--- config.mk ---
export PLATFORM = sky130hd
export DESIGN_NAME = pl_tx_packet_arbiter
export DESIGN_NICKNAME = d
export VERILOG_FILES = /design/src/rtl/pl_framing_pkg.sv /design/src/rtl/pl_tx_realign.sv /design/src/rtl/pl_tx_packet_arbiter.sv
export SDC_FILE = /design/constraint.sdc
export NUM_CORES = 1
export LEC_CHECK = 0
export CAP_MARGIN = 5
export CORE_AREA = 10 10 444 446
export CTS_CLUSTER_SIZE = 16
export DETAILED_ROUTE_END_ITERATION = 8
export DIE_AREA = 0 0 454 456
export PLACE_DENSITY = 0.44
export SLEW_MARGIN = 10
export SYNTH_ARGS = -nofsm -noshare
export SYNTH_HDL_FRONTEND = slang
export SYNTH_SLANG_ARGS = --single-unit
--- constraint.sdc ---
create_clock -name clk -period 25.3 [get_ports clk]
set_clock_uncertainty 0.1 [all_clocks]
set_input_delay 2.53 -clock clk [delete_from_list [all_inputs] [get_ports clk]]
set_output_delay 2.53 -clock clk [all_outputs]
set_load 0.01 [all_outputs]
--- src/rtl/pl_framing_pkg.sv ---
// Shared framing definitions for the PL TX path: Gen1/2 K-characters,
// the arbiter state encoding and the fixed DLLP payload length.
package pl_framing_pkg;

  localparam logic [7:0] K_STP = 8'hFB;
  localparam logic [7:0] K_SDP = 8'h5C;
  localparam logic [7:0] K_END = 8'hFD;
  localparam logic [7:0] K_EDB = 8'hFE;
  localparam logic [7:0] K_PAD = 8'hF7;

  localparam int DLLP_LEN = 6;

  typedef enum logic [1:0] {
    IDLE,
    TLP,
    FLUSH
  } tx_state_e;

endpackage

--- src/rtl/pl_tx_realign.sv ---
// TLP beat builder: one-byte carry realignment behind STP plus END/PAD
// insertion on the last beat, the flush beat and the EDB abort beat.
module pl_tx_realign
  import pl_framing_pkg::*;
#(
  parameter int BYTES = 64
) (
  input  logic [8*BYTES-1:0]     in_data,
  input  logic [$clog2(BYTES):0] nbytes,
  input  logic [7:0]             carry_in,
  input  logic                   first,
  input  logic                   last,
  input  logic                   flush,
  input  logic                   flush_carry,
  input  logic                   abort,
  output logic [8*BYTES-1:0]     out_data,
  output logic [BYTES-1:0]       out_dk,
  output logic [7:0]             carry_out
);

  always_comb begin
    out_data  = '0;
    out_dk    = '0;
    carry_out = carry_in;
    if (abort) begin
      for (int i = 0; i < BYTES; i++) out_data[8*i +: 8] = K_PAD;
      out_data[7:0] = K_EDB;
      out_dk        = '1;
    end else if (flush) begin
      for (int i = 0; i < BYTES; i++) out_data[8*i +: 8] = K_PAD;
      out_dk = '1;
      if (flush_carry) begin
        out_data[7:0]  = carry_in;
        out_dk[0]      = 1'b0;
        out_data[15:8] = K_END;
      end else begin
        out_data[7:0] = K_END;
      end
    end else begin
      // Every beat is shifted up one byte; the top input byte waits in the carry.
      out_data  = {in_data[8*BYTES-9:0], first ? K_STP : carry_in};
      out_dk[0] = first;
      carry_out = in_data[8*BYTES-1 -: 8];
      if (last) begin
        for (int i = 1; i < BYTES; i++) begin
          if (i == int'(nbytes) + 1) begin
            out_data[8*i +: 8] = K_END;
            out_dk[i]          = 1'b1;
          end else if (i > int'(nbytes) + 1) begin
            out_data[8*i +: 8] = K_PAD;
            out_dk[i]          = 1'b1;
          end
        end
      end
    end
  end

endmodule

--- src/rtl/pl_tx_packet_arbiter.sv ---
// TX framing arbiter sharing one lane bus between TLP and DLLP sources.
// Optional PL_TX_STATS_EN adds saturating tlp_count/dllp_count outputs.
module pl_tx_packet_arbiter
  import pl_framing_pkg::*;
#(
  parameter int BYTES        = 64,
  parameter int MAX_DLLP_RUN = 4
) (
  input  logic                   clk,
  input  logic                   rst,
  input  logic                   linkup,
  input  logic                   tlp_valid,
  output logic                   tlp_ready,
  input  logic [8*BYTES-1:0]     tlp_data,
  input  logic                   tlp_last,
  input  logic [$clog2(BYTES):0] tlp_nbytes,
  input  logic                   dllp_valid,
  output logic                   dllp_ready,
  input  logic [47:0]            dllp_data,
  output logic [8*BYTES-1:0]     pl_data,
  output logic [BYTES-1:0]       pl_dk,
  output logic                   pl_valid
`ifdef PL_TX_STATS_EN
  ,
  output logic [15:0]            tlp_count,
  output logic [15:0]            dllp_count
`endif
);

  localparam int RW = $clog2(MAX_DLLP_RUN + 1);

  tx_state_e          state;
  tx_state_e          tlp_next;
  logic [RW-1:0]      run_cnt;
  logic [7:0]         carry;
  logic               flush_carry;
  logic               tlp_win;
  logic               ends_here;
  logic [8*BYTES-1:0] rl_data;
  logic [BYTES-1:0]   rl_dk;
  logic [7:0]         rl_carry;
  logic [8*BYTES-1:0] dllp_beat;
  logic [BYTES-1:0]   dllp_dk;

  assign tlp_win    = tlp_valid && (!dllp_valid || run_cnt == RW'(MAX_DLLP_RUN));
  assign tlp_ready  = !rst && linkup &&
                      ((state == TLP && tlp_valid) || (state == IDLE && tlp_win));
  assign dllp_ready = !rst && linkup && dllp_valid && state == IDLE && !tlp_win;
  assign ends_here  = tlp_last && (int'(tlp_nbytes) <= BYTES - 2);
  assign tlp_next   = !tlp_last ? TLP : (ends_here ? IDLE : FLUSH);

  always_comb begin
    for (int i = 0; i < BYTES; i++) dllp_beat[8*i +: 8] = K_PAD;
    dllp_dk                              = '1;
    dllp_beat[7:0]                       = K_SDP;
    dllp_beat[8 +: 8*DLLP_LEN]           = dllp_data;
    dllp_beat[8*(DLLP_LEN+1) +: 8]       = K_END;
    dllp_dk[DLLP_LEN:1]                  = '0;
  end

  pl_tx_realign #(.BYTES(BYTES)) u_realign (
    .in_data    (tlp_data),
    .nbytes     (tlp_nbytes),
    .carry_in   (carry),
    .first      (state == IDLE),
    .last       (tlp_last),
    .flush      (state == FLUSH),
    .flush_carry(flush_carry),
    .abort      (state != IDLE && !linkup),
    .out_data   (rl_data),
    .out_dk     (rl_dk),
    .carry_out  (rl_carry)
  );

  always_ff @(posedge clk or posedge rst) begin
    if (rst) begin
      state       <= IDLE;
      run_cnt     <= '0;
      carry       <= '0;
      flush_carry <= 1'b0;
      pl_data     <= '0;
      pl_dk       <= '0;
      pl_valid    <= 1'b0;
    end else begin
      pl_data  <= '0;
      pl_dk    <= '0;
      pl_valid <= 1'b0;
      if (!tlp_valid) run_cnt <= '0;
      case (state)
        IDLE: begin
          if (tlp_ready) begin
            pl_data     <= rl_data;
            pl_dk       <= rl_dk;
            pl_valid    <= 1'b1;
            carry       <= rl_carry;
            flush_carry <= (int'(tlp_nbytes) == BYTES);
            run_cnt     <= '0;
            state       <= tlp_next;
          end else if (dllp_ready) begin
            pl_data  <= dllp_beat;
            pl_dk    <= dllp_dk;
            pl_valid <= 1'b1;
            if (tlp_valid) run_cnt <= run_cnt + RW'(1);
          end
        end
        TLP: begin
          if (!linkup) begin
            pl_data  <= rl_data;
            pl_dk    <= rl_dk;
            pl_valid <= 1'b1;
            state    <= IDLE;
          end else if (tlp_ready) begin
            pl_data     <= rl_data;
            pl_dk       <= rl_dk;
            pl_valid    <= 1'b1;
            carry       <= rl_carry;
            flush_carry <= (int'(tlp_nbytes) == BYTES);
            state       <= tlp_next;
          end
        end
        FLUSH: begin
          // The realigner picks EDB over the flush beat when the link dropped.
          pl_data  <= rl_data;
          pl_dk    <= rl_dk;
          pl_valid <= 1'b1;
          state    <= IDLE;
        end
        default: state <= IDLE;
      endcase
    end
  end

`ifdef PL_TX_STATS_EN
  logic tlp_end_evt;
  assign tlp_end_evt = (state != IDLE && !linkup) || (state == FLUSH) ||
                       (tlp_ready && ends_here);

  always_ff @(posedge clk or posedge rst) begin
    if (rst) begin
      tlp_count  <= '0;
      dllp_count <= '0;
    end else begin
      if (tlp_end_evt && tlp_count != 16'hFFFF) tlp_count <= tlp_count + 16'd1;
      if (dllp_ready && dllp_count != 16'hFFFF) dllp_count <= dllp_count + 16'd1;
    end
  end
`endif

endmodule

==> flow_summary.json, run 1 <==
{
  "status": "finished clean",
  "synth_cells": 2071,
  "hold_viol_final": 0,
  "crit_path_end_kind": "primary output",
  "drt_iter0_drc": 1708,
  "viasPerCell": 3.96,
  "synthFlopType": "dfrtp_1",
  "cts_num_sinks": 591,
  "yosysSeqAreaShare": 0.629,
  "coreArea_sq_um": 188000,
  "slowest_stage": "clkdlybuf4s50_1",
  "htreeDepth": 3,
  "cp_cell_sequence": "clkdlybuf4s50_1 -> nand4bb_1 -> a31o_4 -> inv_1 -> clkdlybuf4s50_1",
  "worst_pin_slew_ns": 1.26,
  "clk_pin_slew_worst_paths_ns": 0.05,
  "final_cell_mix": "clkdlybuf4s50_1, dfrtp_1, o21a_1",
  "final_common_cell": "clkdlybuf4s50_1",
  "portBuffers": 1151,
  "track_usage": 0.187,
  "yosysUniqueCellTypes": 81,
  "crit_fanout": 13,
  "drtPass1Iterations": 6,
  "syn_to_final_growth_pct": 75.0,
  "startpoint_type": "input pin",
  "synth_nets": 2653,
  "io_pins": 1152,
  "die_w_um": 454,
  "gp_congestion": 0.885,
  "fin_crit_sh": 0.296,
  "p_seq_frac": 0.340,
  "ir_drop_mv": 0.0501,
  "synth.avg_cell_area_sq_um": 11.3,
  "combPwrFrac": 0.297,
  "switching_share": 0.335,
  "layout-drive-gt1-share": 0.0838,
  "ys_seq_elements": 591,
  "drt_drc_violations_left": 0,
  "slew_headroom": 0.153,
  "max-cap-violations": 0,
  "max_clock_freq_mhz": 133,
  "grt_start_max_net_pins": 131,
  "synth_edf_count": 0,
  "clk_latency_ns": 0.73,
  "rows": 159,
  "required_ns": 22.67,
  "die_y_um": 456,
  "antenna_found_initial": 108,
  "path_class": "in2out",
  "placed_cell_area_sq_um": 38200,
  "numCtsBuffers": 81,
  "crit_arrival_ns": 4.86,
  "setup_viol": 0,
  "period_needed_ns": 7.49,
  "clockBufferDepth": 3,
  "first_global_vias": 23558,
  "start_util": 0.125,
  "p_sw_uw": 1150,
  "async_reset_ff_frac": 1.00,
  "timing.hold.ws_ns": 0.376,
  "num_vias": 23071,
  "yosysWarnings": 0,
  "cts_tree": "done",
  "p_leak_uw": 0.0168,
  "ant_nets": 0,
  "netlist_area_sq_um": 23500,
  "cts_resized": 0,
  "ctsHoldBuffers": 0,
  "p_per_area_nw_per_um2": 83.3,
  "hpwl_um": 165000,
  "p_int_uw": 2280,
  "clkPwrFrac": 0.363,
  "finalSetupTns_ns": 0,
  "dieArea_sq_um": 207000,
  "cts-root-buf": "clkbuf_16",
  "wire_per_inst_um": 34.8,
  "cts_setup_buffers": 0,
  "rsz0062_at_grt": "no",
  "critPathMostFrequentCell": "clkdlybuf4s50_1",
  "final_nets": 3809,
  "wirelength_um": 203000,
  "hold_path_class": "reg2reg",
  "grt_pass1_wl_um": 257000,
  "maxSlewViolCount": 0,
  "grt_remaining_overflow": 0,
  "stdcell_area_sq_um": 41100,
  "max_stage_delay_ns": 0.79
}
==> worst paths after layout <==
path | from | to | slack (ns) | depth (start not counted)
setup / recovery | linkup | tlp_ready | 17.81 | 5
hold / removal | carry[7]$_DFFE_PP0P_ | carry[7]$_DFFE_PP0P_ | 0.38 | 2
setup reg to reg | run_cnt[0]$_DFF_PP0_ | pl_data[161]$_DFF_PP0_ | 20.70 | 10
hold reg to reg | carry[7]$_DFFE_PP0P_ | carry[7]$_DFFE_PP0P_ | 0.38 | 2
max in group asynchronous | rst | pl_data[202]$_DFF_PP0_ | 19.58 | 5
min in group asynchronous | rst | pl_data[9]$_DFF_PP0_ | 2.40 | 2
==> metrics by stage <==
stage | power, uW | instances | setup slack, ns | utilization
after floorplan | 1510 | 2071 | 6.13 | -
after global placement | 2220 | 5638 | 17.41 | 0.204
after detailed placement | 2220 | 5639 | 17.45 | 0.204
after CTS | 3490 | 5789 | 17.90 | 0.219
after global routing | 3560 | 5796 | 17.78 | 0.219
final | 3430 | 5820 | 17.81 | 0.219
==> critical path: cells and delay by family <==
family          cells  cell delay [ns]
simple gates        1             0.35
buf+inv             3             1.60
compound gates      1             0.37
==> registers in the layout, indices dropped and copies added, names as in the netlist <==
signal	cells
pl_data	512
run_cnt	3
carry	8
state	2
flush_carry	1
pl_valid	1
pl_dk	64
==> kinds of logic after synthesis <==
kind of cell	Yosys count	share of synthesized area
AO/OA/AOI/OAI	791	0.232
flip-flops	591	0.629
AND/OR/NAND/NOR	494	0.0973
buffers and inverters	173	0.0311
XOR/XNOR	9	0.00335
adder cells (fa/ha/maj)	9	0.00479
multiplexers	4	0.00176
==> cell usage after synthesis, types with 13 or more instances <==
cell / count / share of area
inv_1: 21 / 0.0034
a221o_1: 18 / 0.0077
clkbuf_1: 78 / 0.012
a22oi_1: 19 / 0.0061
a21oi_1: 141 / 0.030
nor2b_1: 20 / 0.0053
and3_1: 13 / 0.0035
a221oi_1: 13 / 0.0048
o22ai_1: 17 / 0.0045
nand2b_1: 21 / 0.0056
a31oi_1: 31 / 0.0083
and2_1: 35 / 0.0093
o31a_1: 15 / 0.0056
nor2_1: 154 / 0.025
nor3_1: 29 / 0.0062
o21ai_0: 106 / 0.023
o21a_1: 278 / 0.089
buf_2: 60 / 0.013
dfrtp_1: 591 / 0.63
nand3_1: 24 / 0.0051
o21ai_1: 27 / 0.0057
nand2_1: 161 / 0.026
==> power by group through the flow <==
stage	registers (uW)	clock network, uW	logic [uW]
after floorplan	1240	0	266
after global placement	1180	0	1040
after detailed placement	1180	0	1040
after CTS	1170	1280	1040
after global routing	1180	1310	1070
final	1170	1240	1020
==> per-layer routing <==
metal,global-route usage,routed length (um)
met5,0,485
met4,0.0527,6640
met3,0.0590,15600
met2,0.329,102000
met1,0.216,77700
==> layout make-up <==
type                            count  area [sq um]
Multi-Input combinational cell   1307          8120
Antenna cell                       31          77.6
Timing Repair Buffer             1223         12100
Clock buffer                      112          2290
Tap cell                         2495          3120
Clock inverter                     38           563
Sequential cell                   591         14800
Fill cell                       20296        146000
Inverter                           23           101
Power figures use the tool's default switching activity.
==> run 2, diff against run 1 <==
--- a/config.mk
+++ b/config.mk
@@ -6,11 +6,11 @@
 export NUM_CORES = 1
 export LEC_CHECK = 0
 export CAP_MARGIN = 5
-export CORE_AREA = 10 10 444 446
+export CORE_AREA = 10 10 441 443
 export CTS_CLUSTER_SIZE = 16
 export DETAILED_ROUTE_END_ITERATION = 8
-export DIE_AREA = 0 0 454 456
-export PLACE_DENSITY = 0.44
+export DIE_AREA = 0 0 451 453
+export PLACE_DENSITY = 0.45
 export SLEW_MARGIN = 10
 export SYNTH_ARGS = -nofsm -noshare
 export SYNTH_HDL_FRONTEND = slang
==> constraint.sdc (replaced) <==
create_clock -name clk -period 6.2 [get_ports clk]
set_clock_uncertainty 0.1 [all_clocks]
set_input_delay 0.62 -clock clk [delete_from_list [all_inputs] [get_ports clk]]
set_output_delay 0.62 -clock clk [all_outputs]
set_load 0.01 [all_outputs]
==> flow_summary.json, run 2 (synthesized netlist as in run 1, its figures left out) <==
{
  "htreeDepth": 3,
  "die_w_um": 451,
  "grt_start_max_net_pins": 158,
  "p_seq_frac": 0.339,
  "gp_congestion": 0.903,
  "stdcell_count": 5813,
  "viasPerCell": 4.00,
  "rows": 158,
  "slowest_stage": "ha_1",
  "ff2ff_setup_slack_ns": 2.26,
  "largest_reg_flops": 512,
  "portBuffers": 1151,
  "crit_path_end_kind": "flip-flop",
  "wire_per_inst_um": 35.4,
  "drt_iter0_drc": 1647,
  "clkPwrFrac": 0.357,
  "numCtsBuffers": 82,
  "critPathCapture": "pl_data[409]$_DFF_PP0_",
  "cts_num_sinks": 591,
  "final_nets": 3822,
  "drtPass1Iterations": 5,
  "die_y_um": 453,
  "rsz0062_at_grt": "no",
  "path_class": "in2reg",
  "grt_remaining_overflow": 0,
  "regMostFlops": "pl_data",
  "slew_headroom": 0.172,
  "grt_pass1_wl_um": 261000,
  "clockBufferDepth": 3,
  "cts_setup_buffers": 0,
  "p_per_area_nw_per_um2": 337,
  "coreArea_sq_um": 185000,
  "layout-drive-gt1-share": 0.0901,
  "crit_fanout": 24,
  "status": "finished clean",
  "num_vias": 23237,
  "hold_viol_final": 0,
  "max_clock_freq_mhz": 203,
  "r2r_cells": 5,
  "finalSetupTns_ns": 0,
  "final_common_cell": "clkdlybuf4s50_1",
  "dieArea_sq_um": 204000,
  "combPwrFrac": 0.304,
  "period_needed_ns": 4.93,
  "worst_pin_slew_ns": 1.23,
  "required_ns": 6.71,
  "max_stage_delay_ns": 0.92,
  "final_cell_mix": "clkdlybuf4s50_1, dfrtp_1, o21a_1",
  "p_leak_uw": 0.0169,
  "clk_pin_slew_worst_paths_ns": 0.06,
  "n_fill_cell": 20151,
  "ir_drop_mv": 0.191,
  "max-cap-violations": 0,
  "io_pins": 1152,
  "cts_tree": "done",
  "track_usage": 0.192,
  "ant_nets": 0,
  "setup_viol": 0,
  "fin_crit_sh": 0.794,
  "clk_latency_ns": 0.73,
  "drt_drc_violations_left": 0,
  "startpoint_type": "input pin",
  "dp.cells": 5636,
  "hold_path_class": "in2async",
  "reg2reg_from": "state[1]$_DFF_PP0_",
  "reg_top3": "pl_data (512), pl_dk (64), carry (8)",
  "start_util": 0.127,
  "switching_share": 0.339,
  "p_sw_uw": 4710,
  "cts-root-buf": "clkbuf_16",
  "worstReg2RegEnd": "pl_data[18]$_DFF_PP0_",
  "first_global_vias": 23804,
  "hpwl_um": 168000,
  "crit_arrival_ns": 5.44,
  "maxSlewViolCount": 0,
  "syn_to_final_growth_pct": 75.4,
  "antenna_found_initial": 138,
  "ctsHoldBuffers": 0,
  "startpoint": "tlp_nbytes[1]",
  "cts_resized": 0,
  "wirelength_um": 206000,
  "cp_cell_sequence": "clkdlybuf4s50_1 -> ha_1 -> nor2b_1 -> a211oi_1 -> or2_2 -> buf_4 -> o21ai_1 -> nand2_1 -> o221a_2",
  "p_int_uw": 9190
}
run 2: per-layer routing:
layer  track usage  share of wire  vias to the layer above
met1         0.218           0.38                    11936
met4        0.0545          0.032                       86
met2         0.344           0.51                     1103
met3        0.0628          0.075                      361
met5             0         0.0025                        -
li1              -              -                     9751
run 2: how the worst min path moves through the flow:
| stage | slack, ns | start | endpoint | depth (start not counted) |
|---|---|---|---|---|
| 2_1_floorplan | 0.34 | carry[2]$_DFFE_PP0P_ | carry[2]$_DFFE_PP0P_ | 2 |
| 3_3_place_gp | 0.37 | carry[6]$_DFFE_PP0P_ | carry[6]$_DFFE_PP0P_ | 2 |
| 3_5_place_dp | 0.37 | carry[6]$_DFFE_PP0P_ | carry[6]$_DFFE_PP0P_ | 2 |
| 4_1_cts | 0.25 | rst | pl_data[251]$_DFF_PP0_ | 2 |
| 5_1_grt | 0.32 | tlp_data[195] | pl_data[203]$_DFF_PP0_ | 3 |
| 6_report | 0.32 | rst | pl_dk[53]$_DFF_PP0_ | 2 |
run 2: critical path: cells and delay by family:
kind                     cells  cell delay, ns
AO/OA/AOI/OAI                3            1.22
AND/OR/NAND/NOR              3            1.47
adder cells (fa/ha/maj)      1            0.92
buffers and inverters        2            1.20
run 2: power by group through the flow:
| stage | Sequential [uW] | Combinational [uW] | Clock, uW |
|---|---|---|---|
| floorplan | 5070 | 1090 | 0 |
| global placement | 4780 | 4330 | 0 |
| detailed placement | 4780 | 4320 | 0 |
| CTS | 4710 | 4340 | 5160 |
| global route | 4770 | 4450 | 5290 |
| finish | 4710 | 4230 | 4960 |
run 2: final cells by class:
| class | instances | area [sq um] | area share |
|---|---|---|---|
| inverter | 23 | 97.6 | 0.00237 |
| multi-input combinational | 1307 | 8130 | 0.197 |
| clock buffer | 107 | 2320 | 0.0562 |
| timing repair buffer | 1235 | 12300 | 0.297 |
| antenna | 26 | 65.1 | 0.00158 |
| clock inverter | 44 | 467 | 0.0113 |
| sequential | 591 | 14800 | 0.359 |
| tap | 2480 | 3100 | 0.0753 |
run 2: metrics by stage:
stage / setup WS (ns) / area (sq um) / util / hold slack, ns / total power (uW)
CTS: 1.29 / 41200 / 0.222 / 0.251 / 14200
global route: 1.12 / 41200 / 0.222 / 0.320 / 14500
finish: 1.27 / 41200 / 0.223 / 0.320 / 13900
global placement: 0.583 / 38400 / 0.207 / 0.366 / 9110
floorplan: -2.58 / 23500 / - / 0.337 / 6150
detailed placement: 0.481 / 38400 / 0.207 / 0.373 / 9100
==> run 3, diff against run 2 <==
--- a/config.mk
+++ b/config.mk
@@ -6,11 +6,11 @@
 export NUM_CORES = 1
 export LEC_CHECK = 0
 export CAP_MARGIN = 5
-export CORE_AREA = 10 10 441 443
+export CORE_AREA = 10 10 444 446
 export CTS_CLUSTER_SIZE = 16
 export DETAILED_ROUTE_END_ITERATION = 8
-export DIE_AREA = 0 0 451 453
-export PLACE_DENSITY = 0.45
+export DIE_AREA = 0 0 454 456
+export PLACE_DENSITY = 0.44
 export SLEW_MARGIN = 10
 export SYNTH_ARGS = -nofsm -noshare
 export SYNTH_HDL_FRONTEND = slang
==> constraint.sdc (replaced) <==
create_clock -name clk -period 5.2 [get_ports clk]
set_clock_uncertainty 0.1 [all_clocks]
set_input_delay 0.52 -clock clk [delete_from_list [all_inputs] [get_ports clk]]
set_output_delay 0.52 -clock clk [all_outputs]
set_load 0.01 [all_outputs]
==> flow_summary.json, run 3 (synthesized netlist as in run 1, its figures left out) <==
{
  "clk_latency_ns": 0.71,
  "wire_per_inst_um": 34.9,
  "cts_resized": 0,
  "regMostFlops": "pl_data",
  "antenna_found_initial": 106,
  "slowest_stage": "clkdlybuf4s50_1",
  "period_needed_ns": 4.18,
  "crit_fanout": 47,
  "placed_cell_area_sq_um": 38700,
  "max_stage_delay_ns": 0.67,
  "die_w_um": 454,
  "drtPass1Iterations": 5,
  "required_ns": 4.58,
  "fin_crit_sh": 0.804,
  "maxSlewViolCount": 0,
  "die_y_um": 456,
  "rows": 159,
  "final_cell_mix": "clkdlybuf4s50_1, dfrtp_1, o21a_1",
  "status": "finished clean",
  "drt_drc_violations_left": 0,
  "p_leak_uw": 0.0171,
  "io_pins": 1152,
  "clk_pin_slew_worst_paths_ns": 0.07,
  "cts_tree": "done",
  "crit_path_end_kind": "primary output",
  "numCtsBuffers": 81,
  "syn_to_final_growth_pct": 76.8,
  "gp_congestion": 0.909,
  "max-cap-violations": 0,
  "crit_arrival_ns": 3.56,
  "hold_viol_final": 0,
  "cp_cell_sequence": "buf_4 -> nor2_1 -> nand3_1 -> inv_2 -> buf_4 -> clkdlybuf4s50_1",
  "rsz0062_at_grt": "no",
  "num_vias": 23338,
  "htreeDepth": 3,
  "final_common_cell": "clkdlybuf4s50_1",
  "timing.hold.ws_ns": 0.193,
  "cts-root-buf": "clkbuf_16",
  "track_usage": 0.189,
  "portBuffers": 1151,
  "ctsHoldBuffers": 0,
  "p_per_area_nw_per_um2": 403,
  "reg_top3": "pl_data (512), pl_dk (64), carry (8)",
  "stdcell_area_sq_um": 41500,
  "worst_pin_slew_ns": 1.24,
  "startpoint_type": "flip-flop",
  "first_global_vias": 23906,
  "dp_slack_ns": 0.429,
  "hold_path_class": "in2async",
  "start_util": 0.125,
  "largest_reg_flops": 512,
  "grt_start_max_net_pins": 131,
  "wirelength_um": 204000,
  "cts_setup_buffers": 0,
  "drt_iter0_drc": 1826,
  "setup_viol": 0,
  "ant_nets": 0,
  "ir_drop_mv": 0.259,
  "coreArea_sq_um": 188000,
  "slew_headroom": 0.173,
  "max_clock_freq_mhz": 239,
  "path_class": "reg2out",
  "dieArea_sq_um": 207000,
  "cts_num_sinks": 591,
  "layout-drive-gt1-share": 0.0965,
  "grt_remaining_overflow": 0,
  "grt_pass1_wl_um": 259000,
  "final_nets": 3856,
  "critPathMostFrequentCell": "buf_4",
  "hpwl_um": 167000,
  "clockBufferDepth": 3,
  "viasPerCell": 3.99,
  "final.setup.worst_slack_ns": 1.02
}
run 3: changes by cell type in the layout (fill, tap and decap cells not counted), moves of 2 or more:
cell        before  now
clkbuf_8        15   22
clkinvlp_4      11    5
bufinv_16        4    6
clkbuf_1         9   12
buf_4           76  108
clkinv_2        15    7
diode_2         26   19
clkbuf_16       83   81
o21ai_1         25   28
o21ai_2          7    5
buf_12           8   11
run 3: layer usage:
layer  wire (um)  GRT usage
met3       15100     0.0594
met5         474          0
met1       79000      0.217
met4        7740     0.0635
met2      102000      0.328
run 3: power by group:
part	internal [uW]	leakage, uW	switching (uW)	total, uW
registers	5350	0.00774	308	5650
clock network	3510	0.00137	2490	6010
logic	2270	0.00797	2800	5070
total	11100	0.0171	5600	16700
run 3: worst max-delay path: cells and delay by family (launching register included):
| kind | cells | cell delay (ns) |
|---|---|---|
| AND/OR/NAND/NOR | 2 | 0.34 |
| buffers and inverters | 4 | 1.91 |
| flip-flops | 1 | 0.56 |
run 3: final timing paths:
| check | endpoint | depth (start not counted) | from | slack [ns] |
|---|---|---|---|---|
| max in group asynchronous | pl_dk[50]$_DFF_PP0_ | 4 | rst | 3.50 |
| min in group clk | carry[5]$_DFFE_PP0P_ | 3 | tlp_data[509] | 0.24 |
| worst max-delay path | dllp_ready | 6 | state[1]$_DFF_PP0_ | 1.02 |
| worst min-delay path | pl_data[387]$_DFF_PP0_ | 2 | rst | 0.19 |
| worst max register to register | pl_data[364]$_DFF_PP0_ | 8 | state[1]$_DFF_PP0_ | 1.42 |
| worst min register to register | carry[3]$_DFFE_PP0P_ | 2 | carry[3]$_DFFE_PP0P_ | 0.38 |
run 3: final cells by class:
| cell class | count | area [sq um] |
|---|---|---|
| clock inverters | 31 | 450 |
| well taps | 2495 | 3120 |
| repair buffers | 1270 | 12600 |
| multi-input cells | 1307 | 8110 |
| inverters | 23 | 97.6 |
| fillers | 20376 | 146000 |
| diodes | 19 | 47.5 |
| flip-flops and latches | 591 | 14800 |
| clock buffers | 115 | 2370 |
run 3: per-stage QoR:
step	std cells	power (uW)	TNS [ns]	utilization
2_1_floorplan	2071	7340	-2055.11	-
3_3_place_gp	5685	10900	0	0.206
3_5_place_dp	5686	10900	0	0.206
4_1_cts	5832	17100	0	0.221
5_1_grt	5839	17400	0	0.221
6_report	5851	16700	0	0.221
